[src/rtl/axis_switch_pkg.sv]
// -----------------------------------------------------------------------------
// axis_switch_pkg
// Shared definitions for the AXI Stream switch ingress demux.
//   state_t        : demux FSM state encoding (ST_IDLE, ST_FWD, ST_DROP)
//   DROP_CNT_WIDTH : width of the saturating dropped-packet counter
// -----------------------------------------------------------------------------
package axis_switch_pkg;

    localparam int DROP_CNT_WIDTH = 16;

    typedef enum logic [1:0] {
        ST_IDLE = 2'd0,  // waiting for the first beat of a packet
        ST_FWD  = 2'd1,  // forwarding the body of an in-range packet
        ST_DROP = 2'd2   // swallowing the body of an out-of-range packet
    } state_t;

endpackage

[src/rtl/axis_demux_out_reg.sv]
// -----------------------------------------------------------------------------
// axis_demux_out_reg
// One-deep registered output stage of the ingress demux. Holds a single beat
// tagged with its destination port, decodes the per-port valid vector and
// selects the ready of the port that currently owns the register.
//
// Ports:
//   clk, reset        : clock, asynchronous active-high reset
//   load_i            : capture load_{dest,data,last}_i on this edge
//   load_dest_i       : destination port of the beat being loaded
//   load_data_i       : beat data
//   load_last_i       : beat is the last of its packet
//   out_vld_o         : register holds a beat
//   out_ready_o       : ready of the port the held beat is addressed to
//   m_dest_o          : held destination (shared by all ports)
//   m_data_o          : held data (shared by all ports)
//   m_last_o          : held last flag (shared by all ports)
//   m_valid_o         : per-port valid, one-hot or zero
//   m_ready_i         : per-port ready
// -----------------------------------------------------------------------------
module axis_demux_out_reg #(
    parameter int T_DATA_WIDTH = 8,
    parameter int T_DEST_WIDTH = 8,
    parameter int N_PORTS      = 4
) (
    input  logic                    clk,
    input  logic                    reset,
    input  logic                    load_i,
    input  logic [T_DEST_WIDTH-1:0] load_dest_i,
    input  logic [T_DATA_WIDTH-1:0] load_data_i,
    input  logic                    load_last_i,
    output logic                    out_vld_o,
    output logic                    out_ready_o,
    output logic [T_DEST_WIDTH-1:0] m_dest_o,
    output logic [T_DATA_WIDTH-1:0] m_data_o,
    output logic                    m_last_o,
    output logic [N_PORTS-1:0]      m_valid_o,
    input  logic [N_PORTS-1:0]      m_ready_i
);

    logic                    out_vld_q;
    logic [T_DEST_WIDTH-1:0] dest_q;
    logic [T_DATA_WIDTH-1:0] data_q;
    logic                    last_q;
    logic [N_PORTS-1:0]      valid_vec;

    // Decode the held destination into a per-port valid. Only in-range
    // destinations are ever loaded, so exactly one bit is set while valid.
    always_comb begin
        valid_vec = '0;
        for (int i = 0; i < N_PORTS; i++) begin
            valid_vec[i] = out_vld_q & (dest_q == T_DEST_WIDTH'(i));
        end
    end

    // Masking ready with valid means only the owning port can drain the
    // register; ready on any other port has no effect.
    assign out_ready_o = |(valid_vec & m_ready_i);

    // A load on the same edge as the output handshake simply overwrites the
    // register, so there is no bubble between back-to-back beats. While
    // stalled (valid, owner not ready) nothing changes, keeping m_* stable.
    always_ff @(posedge clk or posedge reset) begin
        if (reset) begin
            out_vld_q <= 1'b0;
            dest_q    <= '0;
            data_q    <= '0;
            last_q    <= 1'b0;
        end else if (load_i) begin
            out_vld_q <= 1'b1;
            dest_q    <= load_dest_i;
            data_q    <= load_data_i;
            last_q    <= load_last_i;
        end else if (out_ready_o) begin
            out_vld_q <= 1'b0;
        end
    end

    assign out_vld_o = out_vld_q;
    assign m_dest_o  = dest_q;
    assign m_data_o  = data_q;
    assign m_last_o  = last_q;
    assign m_valid_o = valid_vec;

endmodule

[src/rtl/axis_switch_demux.sv]
// -----------------------------------------------------------------------------
// axis_switch_demux
// Ingress routing stage of the AXI Stream switch. Steers each whole packet of
// the single input stream to the output port named by its first-beat dest,
// through a one-deep registered output stage. Packets with dest >= N_PORTS
// are consumed and discarded.
//
// Handshake: a beat transfers on a rising edge where valid and ready are both
// high; a source holds valid and its payload stable until that edge, and
// ready may be high while valid is low. On the output side each port i uses
// m_valid[i]/m_ready[i] with the shared m_dest/m_data/m_last payload.
//
// Optional feature (macro AXIS_DEMUX_DROP_CNT_EN): adds the drop_cnt output,
// a 16-bit saturating count of out-of-range packets. Without the macro the
// port and counter are absent and dropping is otherwise identical.
//
// Ports:
//   clk, reset : clock, asynchronous active-high reset
//   s_dest     : destination port, sampled on the first beat of a packet
//   s_data     : input beat data
//   s_last     : last beat of the input packet
//   s_valid    : input beat valid
//   s_ready    : input beat accepted
//   m_dest     : destination of the held output beat (shared)
//   m_data     : output data (shared)
//   m_last     : output last (shared)
//   m_valid    : per-port valid, one-hot or zero
//   m_ready    : per-port ready
//   dbg_state  : current FSM state, for observation only
//   drop_cnt   : dropped-packet count (only with AXIS_DEMUX_DROP_CNT_EN)
// -----------------------------------------------------------------------------
module axis_switch_demux
    import axis_switch_pkg::*;
#(
    parameter int T_DATA_WIDTH = 8,
    parameter int T_DEST_WIDTH = 8,
    parameter int N_PORTS      = 4
) (
    input  logic                      clk,
    input  logic                      reset,
    input  logic [T_DEST_WIDTH-1:0]   s_dest,
    input  logic [T_DATA_WIDTH-1:0]   s_data,
    input  logic                      s_last,
    input  logic                      s_valid,
    output logic                      s_ready,
    output logic [T_DEST_WIDTH-1:0]   m_dest,
    output logic [T_DATA_WIDTH-1:0]   m_data,
    output logic                      m_last,
    output logic [N_PORTS-1:0]        m_valid,
    input  logic [N_PORTS-1:0]        m_ready,
    output state_t                    dbg_state
`ifdef AXIS_DEMUX_DROP_CNT_EN
    ,
    output logic [DROP_CNT_WIDTH-1:0] drop_cnt
`endif
);

    // One extra bit so N_PORTS == 2**T_DEST_WIDTH is representable.
    localparam logic [T_DEST_WIDTH:0] DEST_LIMIT = (T_DEST_WIDTH + 1)'(N_PORTS);

    state_t                  state_q;
    logic [T_DEST_WIDTH-1:0] dest_q;

    logic                    out_vld;
    logic                    out_ready;
    logic                    in_range;
    logic                    s_hs;
    logic                    load;
    logic [T_DEST_WIDTH-1:0] load_dest;

    assign in_range = ({1'b0, s_dest} < DEST_LIMIT);

    // In IDLE/FWD a beat is taken when the register is empty or draining this
    // edge. Because out_ready is the ready of the port owning the register,
    // a first beat to a new port waits until the previous packet's final beat
    // has actually left. DROP never touches the register, so it never stalls.
    assign s_ready = (state_q == ST_DROP) | ~out_vld | out_ready;
    assign s_hs    = s_valid & s_ready;

    // First beats carry their own dest; body beats reuse the locked one so a
    // changing s_dest mid-packet cannot split the packet across ports.
    assign load      = s_hs & ((state_q == ST_FWD) | ((state_q == ST_IDLE) & in_range));
    assign load_dest = (state_q == ST_IDLE) ? s_dest : dest_q;

    always_ff @(posedge clk or posedge reset) begin
        if (reset) begin
            state_q <= ST_IDLE;
            dest_q  <= '0;
        end else begin
            case (state_q)
                ST_IDLE: begin
                    if (s_hs) begin
                        dest_q <= s_dest;
                        if (s_last) begin
                            state_q <= ST_IDLE;
                        end else if (in_range) begin
                            state_q <= ST_FWD;
                        end else begin
                            state_q <= ST_DROP;
                        end
                    end
                end
                ST_FWD, ST_DROP: begin
                    if (s_hs && s_last) begin
                        state_q <= ST_IDLE;
                    end
                end
                default: begin
                    state_q <= ST_IDLE;
                end
            endcase
        end
    end

    assign dbg_state = state_q;

`ifdef AXIS_DEMUX_DROP_CNT_EN
    logic [DROP_CNT_WIDTH-1:0] drop_cnt_q;
    logic [DROP_CNT_WIDTH-1:0] drop_cnt_d;

    // Counted once per packet on its first beat; holds at all-ones.
    always_comb begin
        drop_cnt_d = drop_cnt_q;
        if ((state_q == ST_IDLE) && s_hs && !in_range && (drop_cnt_q != '1)) begin
            drop_cnt_d = drop_cnt_q + DROP_CNT_WIDTH'(1);
        end
    end

    always_ff @(posedge clk or posedge reset) begin
        if (reset) begin
            drop_cnt_q <= '0;
        end else begin
            drop_cnt_q <= drop_cnt_d;
        end
    end

    assign drop_cnt = drop_cnt_q;
`endif

    axis_demux_out_reg #(
        .T_DATA_WIDTH (T_DATA_WIDTH),
        .T_DEST_WIDTH (T_DEST_WIDTH),
        .N_PORTS      (N_PORTS)
    ) u_out_reg (
        .clk         (clk),
        .reset       (reset),
        .load_i      (load),
        .load_dest_i (load_dest),
        .load_data_i (s_data),
        .load_last_i (s_last),
        .out_vld_o   (out_vld),
        .out_ready_o (out_ready),
        .m_dest_o    (m_dest),
        .m_data_o    (m_data),
        .m_last_o    (m_last),
        .m_valid_o   (m_valid),
        .m_ready_i   (m_ready)
    );

endmodule

[config.mk]
export PLATFORM = sky130hd
export DESIGN_NAME = axis_switch_demux
export DESIGN_NICKNAME = d
export VERILOG_FILES = /design/src/rtl/axis_switch_pkg.sv /design/src/rtl/axis_demux_out_reg.sv /design/src/rtl/axis_switch_demux.sv
export SDC_FILE = /design/constraint.sdc
export NUM_CORES = 1
export LEC_CHECK = 0
export BUFFER_PORTS_ARGS = -buffer_cell sky130_fd_sc_hd__buf_2
export CORE_MARGIN = 1
export CORE_UTILIZATION = 56
export CTS_BUF_LIST = sky130_fd_sc_hd__clkbuf_8
export DETAILED_ROUTE_END_ITERATION = 10
export PLACE_DENSITY = 0.87
export SETUP_SLACK_MARGIN = 0.4
export SYNTH_ARGS = -nofsm -noshare
export SYNTH_HDL_FRONTEND = slang
export SYNTH_SLANG_ARGS = --single-unit
[constraint.sdc]
create_clock -name clk -period 3.8 [get_ports clk]
set_input_delay 0.19 -clock clk [delete_from_list [all_inputs] [get_ports clk]]
set_output_delay 0.19 -clock clk [all_outputs]
set_load 0.02 [all_outputs]
==> results.yml, run 1 <==
place:
  number_of_buffers_added_on_ports: 47
  routabilityCongestion: 0.840
  post-dp-hpwl_mm: 2.25
  placement.setup.worst_slack_ns: 1.23
  numPlacedInstances: 183
floorplanning:
  floorplan.die.width_um: 53.3
  die_extent_in_y_um: 53.3
  start_util_pct: 59.6
  floorplan.io_pins: 48
  fp-row-count: 18
  core_um2: 2480
  floorplan.die_area_um2: 2850
worst_setup_path:
  critical_path.reg2reg.endpoint: "u_out_reg.m_dest_o[3]$_DFFE_PP0P_"
  critPathCaptureType: "register"
  worstReg2RegStart: "dbg_state[0]$_DFFE_PP0P_"
  critical_path_peak_fanout: 18
  path_cells: "inv_1 > ha_1 > a31oi_1 > nor3_4 > mux2_2"
  worst_setup_path_start_kind: "register"
  r2r_cells: 5
  crit_path_max_incr_delay_ns: 0.80
  cp_data_required_time_ns: 3.97
  timing.critical_path.arrival_ns: 2.76
  critical_path_class: "register to register"
  timing.critical_path.from: "dbg_state[0]$_DFFE_PP0P_"
  timing.critical_path.slowest_stage_cell: "sky130_fd_sc_hd__nor3_4"
  reg2reg_setup_slack_ns: 1.21
final_layout:
  final_common_cell: "sky130_fd_sc_hd__buf_2"
  antenna_cells_inserted: 0
  final_core_util_pct: 71.7
  flow.area_growth_from_synthesis_pct: 20.3
  nNetsFinal: 185
  layout.cells.most_common_list: "sky130_fd_sc_hd__buf_2, sky130_fd_sc_hd__dfrtp_1, sky130_fd_sc_hd__mux2_2"
  post_layout_nonfiller_instances: 187
  final_layout_size_suffix_gt1_share_pct: 59.9
  fill_cells: 180
logic_synthesis:
  mappedNetlistNets: 136
  synthesis.area_per_instance_um2: 13.5
  syn-instance-count: 109
  synth-edff-count: 0
  synth.largest_area_cell: "sky130_fd_sc_hd__dfrtp_1"
  synth-seq-cells: 28
  syn_area_um2: 1480
  postSynth.asyncResetShare_pct: 100
  arithmetic_cell_share_of_the_synthesized_area_counting_full_adders_half_adders_and_majority_gates_pct: 2.54
  synthDistinctLibCells: 30
  synthTopCellsByArea: "sky130_fd_sc_hd__dfrtp_1, sky130_fd_sc_hd__mux2_2, sky130_fd_sc_hd__mux2_4"
  synth_simple_gate_area_share_pct: 10.3
  synth.yosys.warnings: 0
  synth_compound_area_share_pct: 6.44
  synth_flop_cell: "sky130_fd_sc_hd__dfrtp_1"
  synth_xor_area_share_pct: 0
  combinational_family_with_the_most_area_after_synthesis: "multiplexers"
  synth.area.mux_share_pct: 30.5
  yosysSeqAreaShare_pct: 47.5
  synth_top_area_share_pct: 47.5
global_route:
  via_count_of_the_first_global_routing_pass: 1052
  groute.usage.overall_pct: 23.7
  globalRouteOverflowTotal: 0
  wire_length_of_the_first_global_routing_pass_mm: 4.73
  grt_max_degree: 29
  antenna_found_initial: 0
job:
  maximum_capacitance_violations: 0
sta:
  grt_setup_unrepaired: "no"
  relSlewSlack_pct: 32.8
  max_freq_ghz: 0.386
  final.min_clock_period_ns: 2.59
  tightest_slew_ns: 1.01
  final.setup.worst_slack_ns: 1.21
  worst_clock_skew_ns: 0.00270
  final-max-slew-violation-count: 0
  finalHoldViolations: 0
  finalSetupViolCount: 0
  finalSetupTns_ns: 0
  final.hold.worst_slack_ns: 0.135
  layout_worst_path_cycle_share_pct: 68.2
clock_network:
  post_cts_resized: 0
  htreeDepth: 1
  insertion_delay_ns: 0.28
  clk_pin_slew_ns: 0.09
  cts_tree: "done"
  cts_hold_repair.buffers: 0
  tritoncts_num_sinks: 28
  max-clock-path-buffers: 2
  ctsRootBufferMaster: "sky130_fd_sc_hd__clkbuf_8"
  cts.repair_timing.setup_buffer_count: 0
  numCtsBuffers: 3
route:
  detail_route.first_pass.iterations: 4
  detail_route.vias_per_cell: 5.73
  finalWirelength_mm: 2.94
  number_of_vias_after_detailed_routing: 1072
  ant_nets: 0
  routedWlPerCell_um: 15.7
  drt_iter0_drc: 12
  route.detailed.drc: 0
power:
  power_density_nw_per_um2: 698
  power.internal_uw: 788
  power_frac_comb_pct: 44.7
  power_switching_share_pct: 36.4
  static-leakage-power_nw: 0.881
  clock_power_share_pct: 14.7
  netSwitchingPower_uw: 452
  vdd_drop_max_mv: 0.477
  power_frac_seq_pct: 40.6
outcome:
  status: "finished clean"
hold_path:
  timing.hold.worst.class: "input pin to asynchronous set/reset pin"
==> metal layers <==
metal / GRT usage (%) / up-vias / wire length, um
li1: - / 500 / -
met1: 29.1 / 539 / 1260
met2: 40.6 / 28 / 1500
met3: 3.45 / 5 / 114
met4: 10.5 / 0 / 61
met5: 0 / - / 0
==> worst max-delay path: cells and delay by family, from the launching register on <==
| family | cells | cell delay [ns] |
|---|---|---|
| adder cells (fa/ha/maj) | 1 | 0.51 |
| buffers and inverters | 1 | 0.10 |
| AND/OR/NAND/NOR | 1 | 0.80 |
| multiplexers | 1 | 0.42 |
| AO/OA/AOI/OAI | 1 | 0.22 |
| flip-flops | 1 | 0.43 |
==> layout make-up <==
cell class	count	area (um2)	area share, %
Clock buffer	4	55.1	3.10
Timing Repair Buffer	47	235	13.2
Tap cell	30	37.5	2.11
Sequential cell	28	701	39.5
Inverter	3	11.3	0.634
Multi-Input combinational cell	75	736	41.4
==> sequential cells by signal, indices dropped and copies added (netlist names) <==
signal,flops
dbg_state,2
dest_q,8
u_out_reg.m_data_o,8
u_out_reg.m_dest_o,8
u_out_reg.m_last_o,1
u_out_reg.out_vld_o,1
==> how the worst max path moves through the flow <==
| stage | end | cells past startpoint |
|---|---|---|
| floorplan | u_out_reg.m_data_o[0]$_DFFE_PP0P_ | 7 |
| global placement | u_out_reg.m_dest_o[4]$_DFFE_PP0P_ | 4 |
| detailed placement | u_out_reg.m_dest_o[7]$_DFFE_PP0P_ | 4 |
| CTS | u_out_reg.m_dest_o[3]$_DFFE_PP0P_ | 4 |
| global route | u_out_reg.m_dest_o[7]$_DFFE_PP0P_ | 5 |
| finish | u_out_reg.m_dest_o[3]$_DFFE_PP0P_ | 5 |
==> per-stage QoR <==
step           area (um2)  power, mW
2_1_floorplan        1480      0.899
4_1_cts              1780       1.25
5_1_grt              1780       1.31
3_5_place_dp         1720       1.07
3_3_place_gp         1720       1.03
6_report             1780       1.24
==> cell usage after synthesis, types with 2 or more instances <==
library cell and number:
sky130_fd_sc_hd__dfrtp_1 28, sky130_fd_sc_hd__mux2_2 26, sky130_fd_sc_hd__mux2_4 9, sky130_fd_sc_hd__nand2_1 5, sky130_fd_sc_hd__nor2_1 4, sky130_fd_sc_hd__ha_1 3
sky130_fd_sc_hd__inv_1 3, sky130_fd_sc_hd__o21ai_0 3, sky130_fd_sc_hd__nand3_1 2, sky130_fd_sc_hd__nor2b_1 2, sky130_fd_sc_hd__nor4_1 2, sky130_fd_sc_hd__o211ai_1 2
sky130_fd_sc_hd__o221a_2 2, sky130_fd_sc_hd__or3b_2 2
==> power by group through the flow <==
stage / sequential [mW] / clock, mW / combinational (mW)
4_1_cts: 0.504 / 0.185 / 0.558
5_1_grt: 0.521 / 0.196 / 0.598
2_1_floorplan: 0.582 / 0 / 0.317
3_5_place_dp: 0.510 / 0 / 0.555
6_report: 0.503 / 0.182 / 0.554
3_3_place_gp: 0.499 / 0 / 0.532
==> cell families after synthesis <==
family | Yosys count
and+or+nand+nor | 24
buffers and inverters | 6
AOI/OAI and AO/OA | 12
adders and majority gates | 3
muxes | 36
DFF | 28
Note: power is estimated with default switching activity, not from simulation.
==> inputs of run 2 (changes only) <==
--- a/config.mk
+++ b/config.mk
@@ -7,10 +7,10 @@
 export LEC_CHECK = 0
 export BUFFER_PORTS_ARGS = -buffer_cell sky130_fd_sc_hd__buf_2
 export CORE_MARGIN = 1
-export CORE_UTILIZATION = 56
+export CORE_UTILIZATION = 52
 export CTS_BUF_LIST = sky130_fd_sc_hd__clkbuf_8
 export DETAILED_ROUTE_END_ITERATION = 10
-export PLACE_DENSITY = 0.87
+export PLACE_DENSITY = 0.82
 export SETUP_SLACK_MARGIN = 0.4
 export SYNTH_ARGS = -nofsm -noshare
 export SYNTH_HDL_FRONTEND = slang
==> constraint.sdc (replaced) <==
create_clock -name clk -period 2.7 [get_ports clk]
set_input_delay 0.135 -clock clk [delete_from_list [all_inputs] [get_ports clk]]
set_output_delay 0.135 -clock clk [all_outputs]
set_load 0.02 [all_outputs]
==> run 2 against run 1 <==
Total power grew 39%. Flip-flop and latch count unchanged. Count of clock-buffer cells in the layout down 1. First-iteration DRC count increased to 3.1 times the previous value. Wire length grew 8.4%. Design area increased by 1.8%. Register-to-register slack got worse by 0.70 ns. Critical endpoint is now s_ready. Largest power group unchanged.
==> results.yml, run 2 (synthesized netlist as in run 1, its figures left out) <==
outcome:
  status: "finished clean"
route:
  detail_route.vias_per_cell: 5.67
  wl_met1_mm: 1.34
  top_layer: "met4"
  finalWirelength_mm: 3.19
  routedWlPerCell_um: 16.9
  drt_iter0_drc: 37
  number_of_vias_after_detailed_routing: 1072
  met3RoutedLength_um: 154
  ant_nets: 0
  route.detailed.drc: 0
  detail_route.first_pass.iterations: 4
  met2RoutedLength_mm: 1.66
final_layout:
  layout.cells.most_common_list: "sky130_fd_sc_hd__buf_2, sky130_fd_sc_hd__dfrtp_1, sky130_fd_sc_hd__mux2_2"
  flow.area_growth_from_synthesis_pct: 22.5
  final_common_cell: "sky130_fd_sc_hd__buf_2"
  antenna_cells_inserted: 0
  final_layout_size_suffix_gt1_share_pct: 61.6
  area.sequential_um2: 701
  nNetsFinal: 188
  multiInputGateArea_um2: 747
  fill_cells: 189
sta:
  worst_clock_skew_ns: 0.00291
  max_freq_ghz: 0.454
  final.min_clock_period_ns: 2.20
  layout_worst_path_cycle_share_pct: 81.6
  final-max-slew-violation-count: 0
  finalSetupTns_ns: 0
  finalSetupViolCount: 0
  tightest_slew_ns: 1.05
  relSlewSlack_pct: 30.1
  grt_setup_unrepaired: "no"
  finalHoldViolations: 0
hold_path:
  timing.hold.worst.class: "input pin to register"
  worst_case_hold_path_end_point: "u_out_reg.m_data_o[2]$_DFFE_PP0P_"
  worst_hold_path_startpoint: "s_data[2]"
  hold_path_cell_cnt: 2
place:
  post-dp-hpwl_mm: 2.34
  routabilityCongestion: 0.810
  number_of_buffers_added_on_ports: 47
worst_setup_path:
  reg2reg_setup_slack_ns: 0.51
  timing.critical_path.max_delay_family: "compound AO/OA/AOI/OAI gates"
  worstReg2RegStart: "dbg_state[0]$_DFFE_PP0P_"
  crit_path_max_incr_delay_ns: 0.58
  cp_data_required_time_ns: 2.57
  cp_num_buf_inv: 1
  r2r_cells: 6
  timing.critical_path.arrival_ns: 2.07
  worst_setup_path_start_kind: "register"
  path_cells: "or4b_4 > o21ai_0 > o221a_2 > buf_2"
  timing.critical_path.depth: 4
  critical_path_peak_fanout: 4
  timing.critical_path.slowest_stage_cell: "sky130_fd_sc_hd__or4b_4"
  critical_path.reg2reg.endpoint: "dest_q[3]$_DFFE_PP0P_"
  critPathCaptureType: "primary output"
  critical_path_class: "register to primary output"
clock_network:
  cts_hold_repair.buffers: 0
  insertion_delay_ns: 0.27
  max-clock-path-buffers: 2
  numCtsBuffers: 3
  clk_pin_slew_ns: 0.09
  htreeDepth: 1
  cts_tree: "done"
  tritoncts_num_sinks: 28
  ctsRootBufferMaster: "sky130_fd_sc_hd__clkbuf_8"
floorplanning:
  core_um2: 2590
  floorplan.die_area_um2: 3060
  start_util_pct: 57.0
  die_extent_in_y_um: 55.3
  fp-row-count: 18
  floorplan.io_pins: 48
  floorplan.die.width_um: 55.3
power:
  vdd_drop_max_mv: 0.673
  static-leakage-power_nw: 0.896
  report.power.total_mw: 1.73
  power_density_nw_per_um2: 957
global_route:
  antenna_found_initial: 0
  grt_max_degree: 29
  groute.usage.overall_pct: 22.7
  wire_length_of_the_first_global_routing_pass_mm: 5.49
  globalRouteOverflowTotal: 0
  via_count_of_the_first_global_routing_pass: 1171
job:
  maximum_capacitance_violations: 0
run 2: cell count changes in the layout (fill, tap and decap cells not counted), sizes merged:
cell,change
clkbuf,-1
buf,+3
run 2: worst max-delay path by stage:
| stage | slack [ns] | endpoint | start |
|---|---|---|---|
| after floorplan | 0.43 | u_out_reg.m_data_o[0]$_DFFE_PP0P_ | dbg_state[0]$_DFFE_PP0P_ |
| after global placement | 0.23 | u_out_reg.m_dest_o[6]$_DFFE_PP0P_ | u_out_reg.m_dest_o[6]$_DFFE_PP0P_ |
| after detailed placement | 0.15 | u_out_reg.m_dest_o[5]$_DFFE_PP0P_ | u_out_reg.m_dest_o[6]$_DFFE_PP0P_ |
| after CTS | 0.45 | u_out_reg.m_dest_o[0]$_DFFE_PP0P_ | dbg_state[0]$_DFFE_PP0P_ |
| after global routing | 0.44 | dest_q[2]$_DFFE_PP0P_ | dbg_state[0]$_DFFE_PP0P_ |
| final | 0.50 | s_ready | u_out_reg.m_dest_o[6]$_DFFE_PP0P_ |
run 2: cell type report:
class	instances	share of cell area, %
inverter	3	0.623
clock buffer	3	2.28
tap	30	2.08
timing repair buffer	50	14.9
multi-input combinational	75	41.3
sequential	28	38.8
run 2: power by group:
group          internal (mW)  switching, mW
clock network          0.100          0.120
logic                  0.396          0.401
registers              0.591          0.122
run 2: through the flow:
| step | util [%] | std cells | worst slack (ns) | hold WS [ns] | cell area (um2) |
|---|---|---|---|---|---|
| 3_5_place_dp | 66.7 | 184 | 0.154 | 0.370 | 1730 |
| 4_1_cts | 69.6 | 189 | 0.445 | 0.0899 | 1800 |
| 6_report | 69.8 | 189 | 0.497 | 0.0921 | 1810 |
| 5_1_grt | 69.8 | 189 | 0.436 | 0.0843 | 1810 |
| 3_3_place_gp | 66.7 | 184 | 0.234 | 0.367 | 1730 |
| 2_1_floorplan | - | 109 | 0.432 | 0.200 | 1480 |
run 2: timing repair:
item | 4_1_cts | 5_1_grt
buffers inserted | 2 | 0
endpoints found under the setup margin | 25 | 17
pin swaps | 1 | 0
resized for setup | 1 | 1
run 2: routing by layer:
layer / track usage (%) / up-vias
li1: - / 507
met2: 40.3 / 40
met4: 6.79 / 0
met3: 5.15 / 4
met1: 27.3 / 521
met5: 0 / -
==> inputs of run 3 (changes only) <==
--- a/config.mk
+++ b/config.mk
@@ -7,10 +7,10 @@
 export LEC_CHECK = 0
 export BUFFER_PORTS_ARGS = -buffer_cell sky130_fd_sc_hd__buf_2
 export CORE_MARGIN = 1
-export CORE_UTILIZATION = 52
+export CORE_UTILIZATION = 47
 export CTS_BUF_LIST = sky130_fd_sc_hd__clkbuf_8
 export DETAILED_ROUTE_END_ITERATION = 10
-export PLACE_DENSITY = 0.82
+export PLACE_DENSITY = 0.78
 export SETUP_SLACK_MARGIN = 0.4
 export SYNTH_ARGS = -nofsm -noshare
 export SYNTH_HDL_FRONTEND = slang
==> constraint.sdc (replaced) <==
create_clock -name clk -period 2 [get_ports clk]
set_input_delay 0.1 -clock clk [delete_from_list [all_inputs] [get_ports clk]]
set_output_delay 0.1 -clock clk [all_outputs]
set_load 0.02 [all_outputs]
==> run 3 against run 2 <==
The run now ends with DRC, setup timing left. Sequential power grew 34%. Core utilization grew 5.7 points. Combinational power increased by 77%. Setup slack lost 0.53 ns. Count of clock-buffer cells in the layout did not move. Via count is 9.4% higher. Wire length increased by 9.8%. First-iteration DRC count down 11%. Clock power is 100% higher. Largest power group unchanged. Highest routed layer unchanged.
==> results.yml, run 3 (synthesized netlist as in run 1, its figures left out) <==
power:
  vdd_drop_max_mv: 0.807
  report.power.total_mw: 2.81
  static-leakage-power_nw: 1.05
  power_density_nw_per_um2: 1300
route:
  ant_nets: 0
  detail_route.vias_per_cell: 5.28
  routedWlPerCell_um: 15.8
  route.detailed.drc: 4
  detail_route.first_pass.iterations: 7
  drt_iter0_drc: 33
  finalWirelength_mm: 3.50
  number_of_vias_after_detailed_routing: 1173
worst_setup_path:
  crit_top_cell: "sky130_fd_sc_hd__buf_6"
  critical_path.reg2reg.endpoint: "dest_q[6]$_DFFE_PP0P_"
  timing.critical_path.from: "u_out_reg.m_dest_o[3]$_DFFE_PP0P_"
  critical_path_peak_fanout: 3
  path_cells: "or4b_4 > buf_6 > o21ai_4 > buf_6 > o221a_4 > buf_6"
  crit_path_max_incr_delay_ns: 0.57
  cp_data_required_time_ns: 1.90
  timing.critical_path.slowest_stage_cell: "sky130_fd_sc_hd__or4b_4"
  capture_point_of_the_worst_path: "s_ready"
  reg2reg_setup_slack_ns: -0.03
  worstReg2RegStart: "u_out_reg.m_dest_o[3]$_DFFE_PP0P_"
  critical_path_class: "register to primary output"
  critPathCaptureType: "primary output"
  timing.critical_path.arrival_ns: 1.94
  r2r_cells: 7
  worst_setup_path_start_kind: "register"
sta:
  finalHoldViolations: 0
  final.min_clock_period_ns: 2.04
  tightest_slew_ns: 0.772
  final-max-slew-violation-count: 0
  max_freq_ghz: 0.491
  grt_setup_unrepaired: "yes"
  relSlewSlack_pct: 48.4
  worst_clock_skew_ns: 0.00204
  final.setup.worst_slack_ns: -0.0357
  layout_worst_path_cycle_share_pct: 102
  finalSetupViolCount: 27
final_layout:
  final_common_cell: "sky130_fd_sc_hd__buf_2"
  final_layout_size_suffix_gt1_share_pct: 73.3
  flow.area_growth_from_synthesis_pct: 47.0
  layout.cells.most_common_list: "sky130_fd_sc_hd__buf_2, sky130_fd_sc_hd__dfrtp_1, sky130_fd_sc_hd__mux2_4"
  nNetsFinal: 208
  antenna_cells_inserted: 0
clock_network:
  insertion_delay_ns: 0.27
  max-clock-path-buffers: 2
  tritoncts_num_sinks: 28
  clk_pin_slew_ns: 0.10
  htreeDepth: 1
  numCtsBuffers: 3
  cts_tree: "done"
  ctsRootBufferMaster: "sky130_fd_sc_hd__clkbuf_8"
floorplanning:
  floorplan.die_area_um2: 3370
  fp-row-count: 19
  die_extent_in_y_um: 58.0
  floorplan.io_pins: 48
  start_util_pct: 51.3
  core_um2: 2880
  floorplan.die.width_um: 58.0
place:
  routabilityCongestion: 0.843
  placement.setup.worst_slack_ns: -0.00770
  number_of_buffers_added_on_ports: 47
  post-dp-hpwl_mm: 2.40
global_route:
  globalRouteOverflowTotal: 0
  via_count_of_the_first_global_routing_pass: 1185
  antenna_found_initial: 0
  groute.usage.overall_pct: 22.5
  wire_length_of_the_first_global_routing_pass_mm: 5.61
  grt_max_degree: 21
job:
  maximum_capacitance_violations: 0
outcome:
  failed_checks: "DRC, setup timing"
  status: "complete, but fails checks"
hold_path:
  timing.hold.worst.class: "input pin to register"
  hold_path_cell_cnt: 2
run 3: how the worst min path moves through the flow:
stage | start | endpoint | slack [ns]
after floorplan | reset | dest_q[0]$_DFFE_PP0P_ | 0.17
after detailed placement | reset | u_out_reg.m_data_o[7]$_DFFE_PP0P_ | 0.28
after global routing | s_data[5] | u_out_reg.m_data_o[5]$_DFFE_PP0P_ | 0.04
after global placement | reset | u_out_reg.m_data_o[7]$_DFFE_PP0P_ | 0.25
final | s_data[2] | u_out_reg.m_data_o[2]$_DFFE_PP0P_ | 0.05
after CTS | s_data[2] | u_out_reg.m_data_o[2]$_DFFE_PP0P_ | 0.04
run 3: worst max-delay path, delay by kind of cell, from the launching register on:
family	cells	cell delay (ns)
AOI/OAI and AO/OA	2	0.28
DFF	1	0.41
and+or+nand+nor	1	0.57
buffers and inverters	3	0.39
run 3: where the power goes:
| part | internal (mW) | switching [mW] | total, mW |
|---|---|---|---|
| logic | 0.759 | 0.651 | 1.41 |
| registers | 0.803 | 0.153 | 0.957 |
| clock network | 0.268 | 0.177 | 0.445 |
run 3: layer usage:
layer	up-vias	wire length, um	global-route usage, %
met4	0	72	9.52
met1	589	1440	27.9
li1	544	-	-
met5	-	0	0
met2	34	1840	39.1
met3	6	151	3.35
run 3: metrics by stage:
| step | instances | setup TNS, ns | instance area, um2 | utilization (%) | hold slack, ns |
|---|---|---|---|---|---|
| detailed placement | 206 | -0.0112 | 1880 | 65.5 | 0.278 |
| global placement | 206 | 0 | 1880 | 65.5 | 0.255 |
| CTS | 219 | -0.281 | 2110 | 73.3 | 0.0444 |
| floorplan | 109 | -1.66 | 1530 | - | 0.165 |
| global route | 222 | -2.08 | 2170 | 75.5 | 0.0384 |
| finish | 222 | -0.365 | 2170 | 75.5 | 0.0503 |
run 3: cell type report:
type,count,area [um2]
Multi-Input combinational cell,75,871
Fill cell,179,706
Tap cell,42,52.6
Inverter,3,16.3
Sequential cell,28,707
Clock buffer,3,41.3
Clock inverter,1,30.0
Timing Repair Buffer,70,453
run 3: repair_timing:
action / in CTS / in global routing
hold buffers: 1 / 0
buffers inserted: 8 / 3
pin swaps: 5 / 2
setup endpoints to repair: 33 / 33
endpoints found under the hold margin: 19 / 0
gates resized for setup: 17 / 10
